### config.mk
export PLATFORM = sky130hd
export DESIGN_NAME = aes_key_sched_rev
export DESIGN_NICKNAME = d
export VERILOG_FILES = /design/src/rtl/aes_key_sched_rev.sv
export SDC_FILE = /design/constraint.sdc
export NUM_CORES = 1
export LEC_CHECK = 0
export BUFFER_PORTS_ARGS = -buffer_cell sky130_fd_sc_hd__buf_2
export CORE_MARGIN = 2
export CORE_UTILIZATION = 64
export DETAILED_ROUTE_END_ITERATION = 8
export HOLD_SLACK_MARGIN = 0.15
export MAX_ROUTING_LAYER = met4
export PLACE_DENSITY = 0.88
export SYNTH_ARGS = -nofsm -noshare
export SYNTH_HDL_FRONTEND = slang
export SYNTH_SLANG_ARGS = --single-unit
### constraint.sdc
create_clock -name clk -period 45.5 [get_ports clk]
set_input_delay 2.275 -clock clk [delete_from_list [all_inputs] [get_ports clk]]
set_output_delay 2.275 -clock clk [all_outputs]
set_load 0.02 [all_outputs]
### src/rtl/aes_key_sched_rev.sv
// Byte-serial AES-128 round-key generator sharing one S-box.
// Emits keys 10..0 (REV_ORDER=1) or 0..10 over a valid/ready port.
module aes_key_sched_rev #(
  parameter int unsigned REV_ORDER = 1
) (
  input  logic         clk,
  input  logic         rst_n,
  input  logic         key_load,
  input  logic [127:0] key_in,
  input  logic         rk_ready,
  output logic         rk_valid,
  output logic [127:0] rk_out,
  output logic [3:0]   rk_round,
  output logic         busy,
  output logic         seq_done
);

  localparam bit REV = (REV_ORDER != 0);
  localparam logic [3:0] LAST = REV ? 4'd0 : 4'd10;

  typedef enum logic [2:0] {
    IDLE,
    FWD,
    SUB0,
    SUB1,
    SUB2,
    SUB3,
    COMB,
    PRESENT
  } state_t;

  state_t state, state_nxt;

  function automatic logic [7:0] gmul(
    input logic [7:0] a,
    input logic [7:0] b
  );
    logic [7:0] p;
    logic [7:0] x;
    p = '0;
    x = a;
    for (int i = 0; i < 8; i++) begin
      if (b[i]) p = p ^ x;
      x = {x[6:0], 1'b0} ^ (x[7] ? 8'h1b : 8'h00);
    end
    return p;
  endfunction

  // Inverse as a^254, then the affine map.
  function automatic logic [7:0] sbox(input logic [7:0] a);
    logic [7:0] y;
    y = a;
    for (int i = 0; i < 6; i++) begin
      y = gmul(gmul(y, y), a);
    end
    y = gmul(y, y);
    return y ^ {y[6:0], y[7]} ^ {y[5:0], y[7:6]}
             ^ {y[4:0], y[7:5]} ^ {y[3:0], y[7:4]}
             ^ 8'h63;
  endfunction

  function automatic logic [7:0] rcon(input logic [3:0] idx);
    logic [7:0] v;
    unique case (idx)
      4'd1:    v = 8'h01;
      4'd2:    v = 8'h02;
      4'd3:    v = 8'h04;
      4'd4:    v = 8'h08;
      4'd5:    v = 8'h10;
      4'd6:    v = 8'h20;
      4'd7:    v = 8'h40;
      4'd8:    v = 8'h80;
      4'd9:    v = 8'h1b;
      4'd10:   v = 8'h36;
      default: v = 8'h00;
    endcase
    return v;
  endfunction

  logic         pre;
  logic [127:0] wk;
  logic [31:0]  temp;
  logic [3:0]   r;

  logic         rev_step;
  logic [31:0]  k0, k1, k2, k3;
  logic [31:0]  p3w, sw, rot, t;
  logic [31:0]  n0, n1, n2, n3;
  logic [7:0]   sb_in, sb_out;
  logic [3:0]   ri, nr;
  logic [127:0] nk;

  always_comb begin
    k0 = wk[127:96];
    k1 = wk[95:64];
    k2 = wk[63:32];
    k3 = wk[31:0];
    rev_step = REV && !pre;
    p3w = k3 ^ k2;
    sw = rev_step ? p3w : k3;
    rot = {sw[23:0], sw[31:24]};
    sb_in = '0;
    unique case (state)
      SUB0:    sb_in = rot[31:24];
      SUB1:    sb_in = rot[23:16];
      SUB2:    sb_in = rot[15:8];
      SUB3:    sb_in = rot[7:0];
      default: sb_in = '0;
    endcase
    sb_out = sbox(sb_in);
    ri = rev_step ? r : r + 4'd1;
    nr = rev_step ? r - 4'd1 : r + 4'd1;
    t = temp ^ {rcon(ri), 24'h0};
    n0 = k0 ^ t;
    n1 = n0 ^ k1;
    n2 = n1 ^ k2;
    n3 = n2 ^ k3;
    if (rev_step) nk = {k0 ^ t, k1 ^ k0, k2 ^ k1, p3w};
    else          nk = {n0, n1, n2, n3};
  end

  always_ff @(posedge clk or negedge rst_n) begin
    if (!rst_n) state <= IDLE;
    else        state <= state_nxt;
  end

  always_comb begin
    state_nxt = state;
    if (key_load) begin
      state_nxt = REV ? SUB0 : PRESENT;
    end else begin
      unique case (state)
        IDLE: state_nxt = IDLE;
        SUB0: state_nxt = SUB1;
        SUB1: state_nxt = SUB2;
        SUB2: state_nxt = SUB3;
        SUB3: state_nxt = pre ? FWD : COMB;
        FWD:  state_nxt = (r == 4'd9) ? PRESENT : SUB0;
        COMB: state_nxt = PRESENT;
        PRESENT: begin
          if (rk_ready)
            state_nxt = (rk_round == LAST) ? IDLE : SUB0;
        end
        default: state_nxt = IDLE;
      endcase
    end
  end

  always_ff @(posedge clk or negedge rst_n) begin
    if (!rst_n) begin
      pre      <= 1'b0;
      wk       <= '0;
      temp     <= '0;
      r        <= '0;
      rk_valid <= 1'b0;
      rk_out   <= '0;
      rk_round <= '0;
      busy     <= 1'b0;
      seq_done <= 1'b0;
    end else if (key_load) begin
      wk       <= key_in;
      r        <= '0;
      pre      <= REV;
      busy     <= 1'b1;
      seq_done <= 1'b0;
      if (REV) begin
        rk_valid <= 1'b0;
      end else begin
        rk_valid <= 1'b1;
        rk_out   <= key_in;
        rk_round <= '0;
      end
    end else begin
      seq_done <= 1'b0;
      unique case (state)
        SUB0: temp[31:24] <= sb_out;
        SUB1: temp[23:16] <= sb_out;
        SUB2: temp[15:8]  <= sb_out;
        SUB3: temp[7:0]   <= sb_out;
        FWD: begin
          wk <= nk;
          r  <= nr;
          // Tenth pre-expansion step yields the first key to emit.
          if (r == 4'd9) begin
            pre      <= 1'b0;
            rk_valid <= 1'b1;
            rk_out   <= nk;
            rk_round <= nr;
          end
        end
        COMB: begin
          wk       <= nk;
          r        <= nr;
          rk_valid <= 1'b1;
          rk_out   <= nk;
          rk_round <= nr;
        end
        PRESENT: begin
          if (rk_ready) begin
            rk_valid <= 1'b0;
            if (rk_round == LAST) begin
              busy     <= 1'b0;
              seq_done <= 1'b1;
            end
          end
        end
        default: ;
      endcase
    end
  end

endmodule

==> metrics.yaml, run 1 <==
grt.total_usage_pct: 40.0
min-delay-path-class: "reg2reg"
viasPerCell: 6.41
tns_ns: 0
synth_cell_types: 116
drt_iter0_drc: 3660
grt_use_met2_pct: 60.4
post-place-ws_ns: 16.20
cts_setup_buffers: 0
grt.overflow.total: 0
grt.busiest_layer: "met2"
cts_hold_buf: 0
io_buffers: 266
drive_gt1_share_pct: 18.1
synth_top_cell_by_area: "dfrtp_1"
antenna_left: 0
clkSlewWorstSetupHoldPaths_ns: 0.07
yosysSeqAreaShare_pct: 24.0
cp-start-kind: "flip-flop"
dpl.hpwl_mm: 69.1
grt_pass1_wl_mm: 155
area_growth_pct: 8.13
die_w_um: 226
worst_setup_path_end_kind: "flip-flop"
top_level_ports: 267
ys.flop_type: "dfrtp_1"
cts_tree: "done"
slew_headroom_pct: 17.9
instances_no_fill: 4305
rsz0062_at_grt: "false"
cts_resized: 0
yosys.area.top_type_share_pct: 24.0
grt.met1_usage_pct: 50.0
gp_congestion: 0.998
clock_sinks: 303
critical_path_class: "reg2reg"
final.setup.worst_slack_ns: 15.34
nets: 3749
crit_fanout: 54
cpMostUsedCell: "xnor2_1"
worst_pin_slew_ns: 1.23
core_area_um2: 48800
vias: 27600
htreeDepth: 1
worstPathArrival_ns: 30.65
outcome: "complete, no violations"
grt_pass1_vias: 27300
min_period_over_period_pct: 66.3
avgRoutedWirePerCell_um: 23.3
initial_core_util_pct: 64.7
route.detailed.drc: 0
synth_area_um2: 31600
avgSynthCellArea_um2: 9.16
finalSetupViolCount: 0
clk_path_buf_depth: 3
fmax_mhz: 33.2
layout_commonest_cell: "nand2_1"
ys_async_sr_fraction_pct: 100
crit_slowest_cell: "xor2_1"
use_met3_pct: 8.95
final_cell_mix: "nand2_1 (474), xnor2_1 (435), xor2_1 (402)"
clk_latency_ns: 0.60
finalMaxSlewViolations: 0
synth_cells: 3448
wl_mm: 100
dp.cells: 4231
antenna_found_initial: 17
firstDrtPassIters: 7
finClkSkew_ns: 0.0152
syn_nets: 3597
synth-edff-count: 0
fillerInstances: 3432
min_period_ns: 30.16
dieArea_um2: 51200
required_ns: 45.99
grt_start_max_net_pins: 121
ys_warn_count: 0
max_stage_delay_ns: 0.91
whs_ns: 0.472
cap_violations: 0
cts_root_buffer: "clkbuf_16"
cts_made_buffers: 31
final_hold_viol_count: 0
ys_top_cells_by_area: "dfrtp_1 (24%), xnor2_1 (12%), xor2_1 (11%)"
rows: 81
ys_seq_elements: 303
die_h_um: 226
-- synth_stat cells, types with 8 or more instances --
cell type / count
nand3_1: 44
a22oi_1: 11
inv_1: 23
xnor2_2: 41
xnor3_2: 13
ha_1: 17
o22a_1: 10
mux2i_1: 60
mux2_2: 132
nor3_1: 38
nor4_1: 12
buf_4: 36
a21boi_0: 9
a222oi_1: 15
xor3_1: 20
a221oi_1: 11
xnor3_1: 114
o21ai_1: 54
o211ai_1: 26
nor2_1: 364
o22ai_1: 35
nand2_1: 474
o21ai_0: 184
a31oi_1: 14
nor2b_2: 15
buf_6: 26
a21o_1: 13
and2_1: 12
buf_2: 24
or3_1: 12
a21oi_1: 74
xor2_1: 402
xnor2_4: 8
clkbuf_1: 87
a211oi_1: 21
nor2b_1: 17
dfrtp_1: 303
buf_1: 9
xor2_2: 12
nand2b_1: 9
or4_1: 8
xnor2_1: 435
-- through the flow --
step	instance area [µm²]	util [%]
final	34200	69.9
after CTS	34100	69.9
after floorplan	31600	-
after global routing	34200	69.9
after global placement	33100	67.7
after detailed placement	33100	67.7
-- cell families (layout without fill, tap and decap cells) --
logic type,after synthesis,after routing,synth area share (%)
buf+inv,228,405,4.07
simple gates,1070,1070,14.7
flops,303,303,24.0
xor+xnor,1050,1050,37.6
other cells,0,16,0
fa+ha+maj,17,17,0.673
mux,197,197,6.83
compound gates,583,583,12.1
-- final timing paths --
| check | depth (start not counted) | startpoint | slack, ns | endpoint |
|---|---|---|---|---|
| min reg2reg | 2 | rk_out[8] | 0.47 | rk_out[8] |
| min | 2 | rk_out[8] | 0.47 | rk_out[8] |
| max reg2reg | 91 | pre | 15.34 | temp[19] |
| max | 91 | pre | 15.34 | temp[19] |
| min in group asynchronous | 1 | rst_n | 1.75 | rk_out[77] |
| max in group asynchronous | 3 | rst_n | 41.61 | rk_out[47] |
-- flip-flops by register name (all words and copies together) (netlist names) --
name	cells
rk_out	128
wk	128
temp	32
r	4
rk_round	4
state	3
busy	1
pre	1
rk_valid	1
seq_done	1
-- worst max-delay path: cells and delay by family, from the launching register on --
| kind | cells | cell delay [ns] |
|---|---|---|
| xor+xnor | 45 | 16.47 |
| mux | 2 | 1.14 |
| flops | 1 | 0.82 |
| buf+inv | 12 | 3.12 |
| fa+ha+maj | 7 | 2.86 |
| compound gates | 12 | 3.10 |
| simple gates | 13 | 2.42 |
-- layout make-up --
class	count	area, µm²	area share (%)
multi-input combinational	2917	22800	66.8
antenna	16	40.0	0.117
clock inverter	9	120	0.352
clock buffer	49	913	2.67
tap	664	831	2.43
sequential	303	7590	22.2
timing repair buffer	315	1720	5.02
inverter	32	121	0.355
-- routing by layer --
| layer | share of wire (%) | vias to the layer above | routed length, µm |
|---|---|---|---|
| li1 | - | 12000 | - |
| met1 | 37 | 13100 | 36900 |
| met2 | 45 | 1943 | 45000 |
| met3 | 12 | 492 | 11800 |
| met4 | 6.6 | 0 | 6600 |
| met5 | 0 | - | 0 |
Power of run 1 is not shown: default switching activity piles up to over one toggle a cycle in this logic, so the estimate is an artifact.
==> inputs of run 2 (changes only) <==
--- a/config.mk
+++ b/config.mk
@@ -7,11 +7,11 @@
 export LEC_CHECK = 0
 export BUFFER_PORTS_ARGS = -buffer_cell sky130_fd_sc_hd__buf_2
 export CORE_MARGIN = 2
-export CORE_UTILIZATION = 64
+export CORE_UTILIZATION = 62
 export DETAILED_ROUTE_END_ITERATION = 8
 export HOLD_SLACK_MARGIN = 0.15
 export MAX_ROUTING_LAYER = met4
-export PLACE_DENSITY = 0.88
+export PLACE_DENSITY = 0.85
 export SYNTH_ARGS = -nofsm -noshare
 export SYNTH_HDL_FRONTEND = slang
 export SYNTH_SLANG_ARGS = --single-unit
==> constraint.sdc (replaced) <==
create_clock -name clk -period 29.6 [get_ports clk]
set_input_delay 1.48 -clock clk [delete_from_list [all_inputs] [get_ports clk]]
set_output_delay 1.48 -clock clk [all_outputs]
set_load 0.02 [all_outputs]
==> metrics.yaml, run 2 (same netlist as run 1, synthesis figures left out) <==
area_growth_pct: 8.53
cp-start-kind: "flip-flop"
drt_iter0_drc: 3715  # +1.5%
cts_hold_buf: 0  # unchanged
clk_latency_ns: 0.58  # -0.02 ns
layout_commonest_cell: "nand2_1"
wl_mm: 99.9  # -0.34%
firstDrtPassIters: 9  # +2
top_level_ports: 267  # unchanged
crit_fanout: 31  # -43%
worst_pin_slew_ns: 1.09  # -0.146 ns
grt_pass1_wl_mm: 153  # -1.1%
die_w_um: 230  # +1.6%
min_period_over_period_pct: 94.4  # +28 points
route.detailed.drc: 0  # unchanged
dieArea_um2: 52800  # +3.2%
outcome: "complete, no violations"
crit_slowest_cell: "xnor3_1"
grt.total_usage_pct: 37.8  # -2.2 points
cts_root_buffer: "clkbuf_16"
clock_sinks: 303  # unchanged
tns_ns: 0  # unchanged
grt.overflow.total: 0  # unchanged
htreeDepth: 1  # unchanged
gp_congestion: 1.03  # +3.4%
worstHoldStart: "rk_out[4]"
crit_start: "pre"
io_buffers: 266  # unchanged
placement.cell_area_um2: 33100  # +0.17%
dpl.hpwl_mm: 70.4  # +1.9%
grt_start_max_net_pins: 100  # -17%
final_hold_viol_count: 0  # unchanged
rsz0062_at_grt: "false"
core_area_um2: 50300  # +2.9%
slew_headroom_pct: 27.6  # +9.7 points
cap_violations: 0  # unchanged
max_stage_delay_ns: 0.75  # -0.16 ns
worstPathArrival_ns: 28.43  # -2.22 ns
final_cell_mix: "nand2_1 (474), xnor2_1 (434), xor2_1 (401)"
viasPerCell: 6.32  # -1.4%
avgRoutedWirePerCell_um: 23.1  # -0.67%
cts_made_buffers: 31  # unchanged
initial_core_util_pct: 62.8  # -1.8 points
nets: 3756  # +0.19%
finClkSkew_ns: 0.0168  # +0.00167 ns
antenna_left: 0  # unchanged
clk_path_buf_depth: 3  # unchanged
die_h_um: 230  # +1.6%
finalMaxSlewViolations: 0  # unchanged
reg.largest.list: "rk_out: 128 flops, wk: 128 flops, temp: 32 flops"
clkSlewWorstSetupHoldPaths_ns: 0.06  # about the same
vias: 27300  # -1.0%
min_period_ns: 27.94  # -2.23 ns
r2r-start: "pre"
fmax_mhz: 35.8  # +8.0%
finalSetupViolCount: 0  # unchanged
antenna_found_initial: 18  # +1
required_ns: 30.09  # -15.90 ns
rows: 82  # +1.2%
drive_gt1_share_pct: 18.4  # +0.31 points
critical_path_class: "reg2reg"
final_cell_area_um2: 34300  # +0.36%
worst_setup_path_end_kind: "flip-flop"
min-delay-path-class: "reg2reg"
grt_pass1_vias: 26600  # -2.6%
cts_tree: "done"
run 2: worst max-delay path, delay by kind of cell, from the launching register on:
kind            cells  cell delay [ns]
buf+inv            12             2.57
simple gates        9             1.77
mux                 4             1.34
flops               1             0.74
fa+ha+maj           7             2.72
xor+xnor           41            15.67
compound gates     12             2.94
run 2: what timing repair did:
| action | CTS | global route |
|---|---|---|
| buffers inserted | 0 | 1 |
| endpoints found under the setup margin | 0 | 32 |
| endpoints found under the hold margin | 0 | 0 |
| resized for setup | 0 | 4 |
run 2: worst paths after layout:
check / slack [ns] / depth (start not counted) / to
hold / removal: 0.48 / 2 / rk_out[4]
hold reg to reg: 0.48 / 2 / rk_out[4]
min in group asynchronous: 0.89 / 1 / rk_out[79]
setup / recovery: 1.66 / 85 / temp[11]
setup reg to reg: 1.66 / 85 / temp[11]
max in group asynchronous: 26.43 / 3 / rk_out[32]
run 2: per-stage QoR:
stage | hold WS (ns) | setup WS (ns) | utilization (%) | std cells
2_1_floorplan | 0.475 | 6.00 | - | 3448
3_3_place_gp | 0.457 | 2.23 | 65.9 | 4245
3_5_place_dp | 0.465 | 1.37 | 65.9 | 4245
4_1_cts | 0.479 | 1.15 | 68.0 | 4300
5_1_grt | 0.494 | 0.104 | 68.2 | 4319
6_report | 0.476 | 1.66 | 68.2 | 4319
run 2: area by class of cell:
class / instances / area [µm²]
Tap cell: 672 / 841
Inverter: 32 / 121
Fill cell: 3704 / 16000
Multi-Input combinational cell: 2917 / 22900
Timing Repair Buffer: 322 / 1780
Clock buffer: 46 / 932
Clock inverter: 9 / 110
Sequential cell: 303 / 7590
Antenna cell: 18 / 45.0
run 2: per-layer routing:
| metal | routed length [µm] | GRT usage, % | up-vias |
|---|---|---|---|
| met3 | 11300 | 7.12 | 407 |
| met2 | 45200 | 57.4 | 1785 |
| met5 | 0 | - | - |
| met4 | 6060 | 19.8 | 0 |
| li1 | - | - | 12000 |
| met1 | 37400 | 48.2 | 13100 |
Power of run 2 is left out for the same reason.
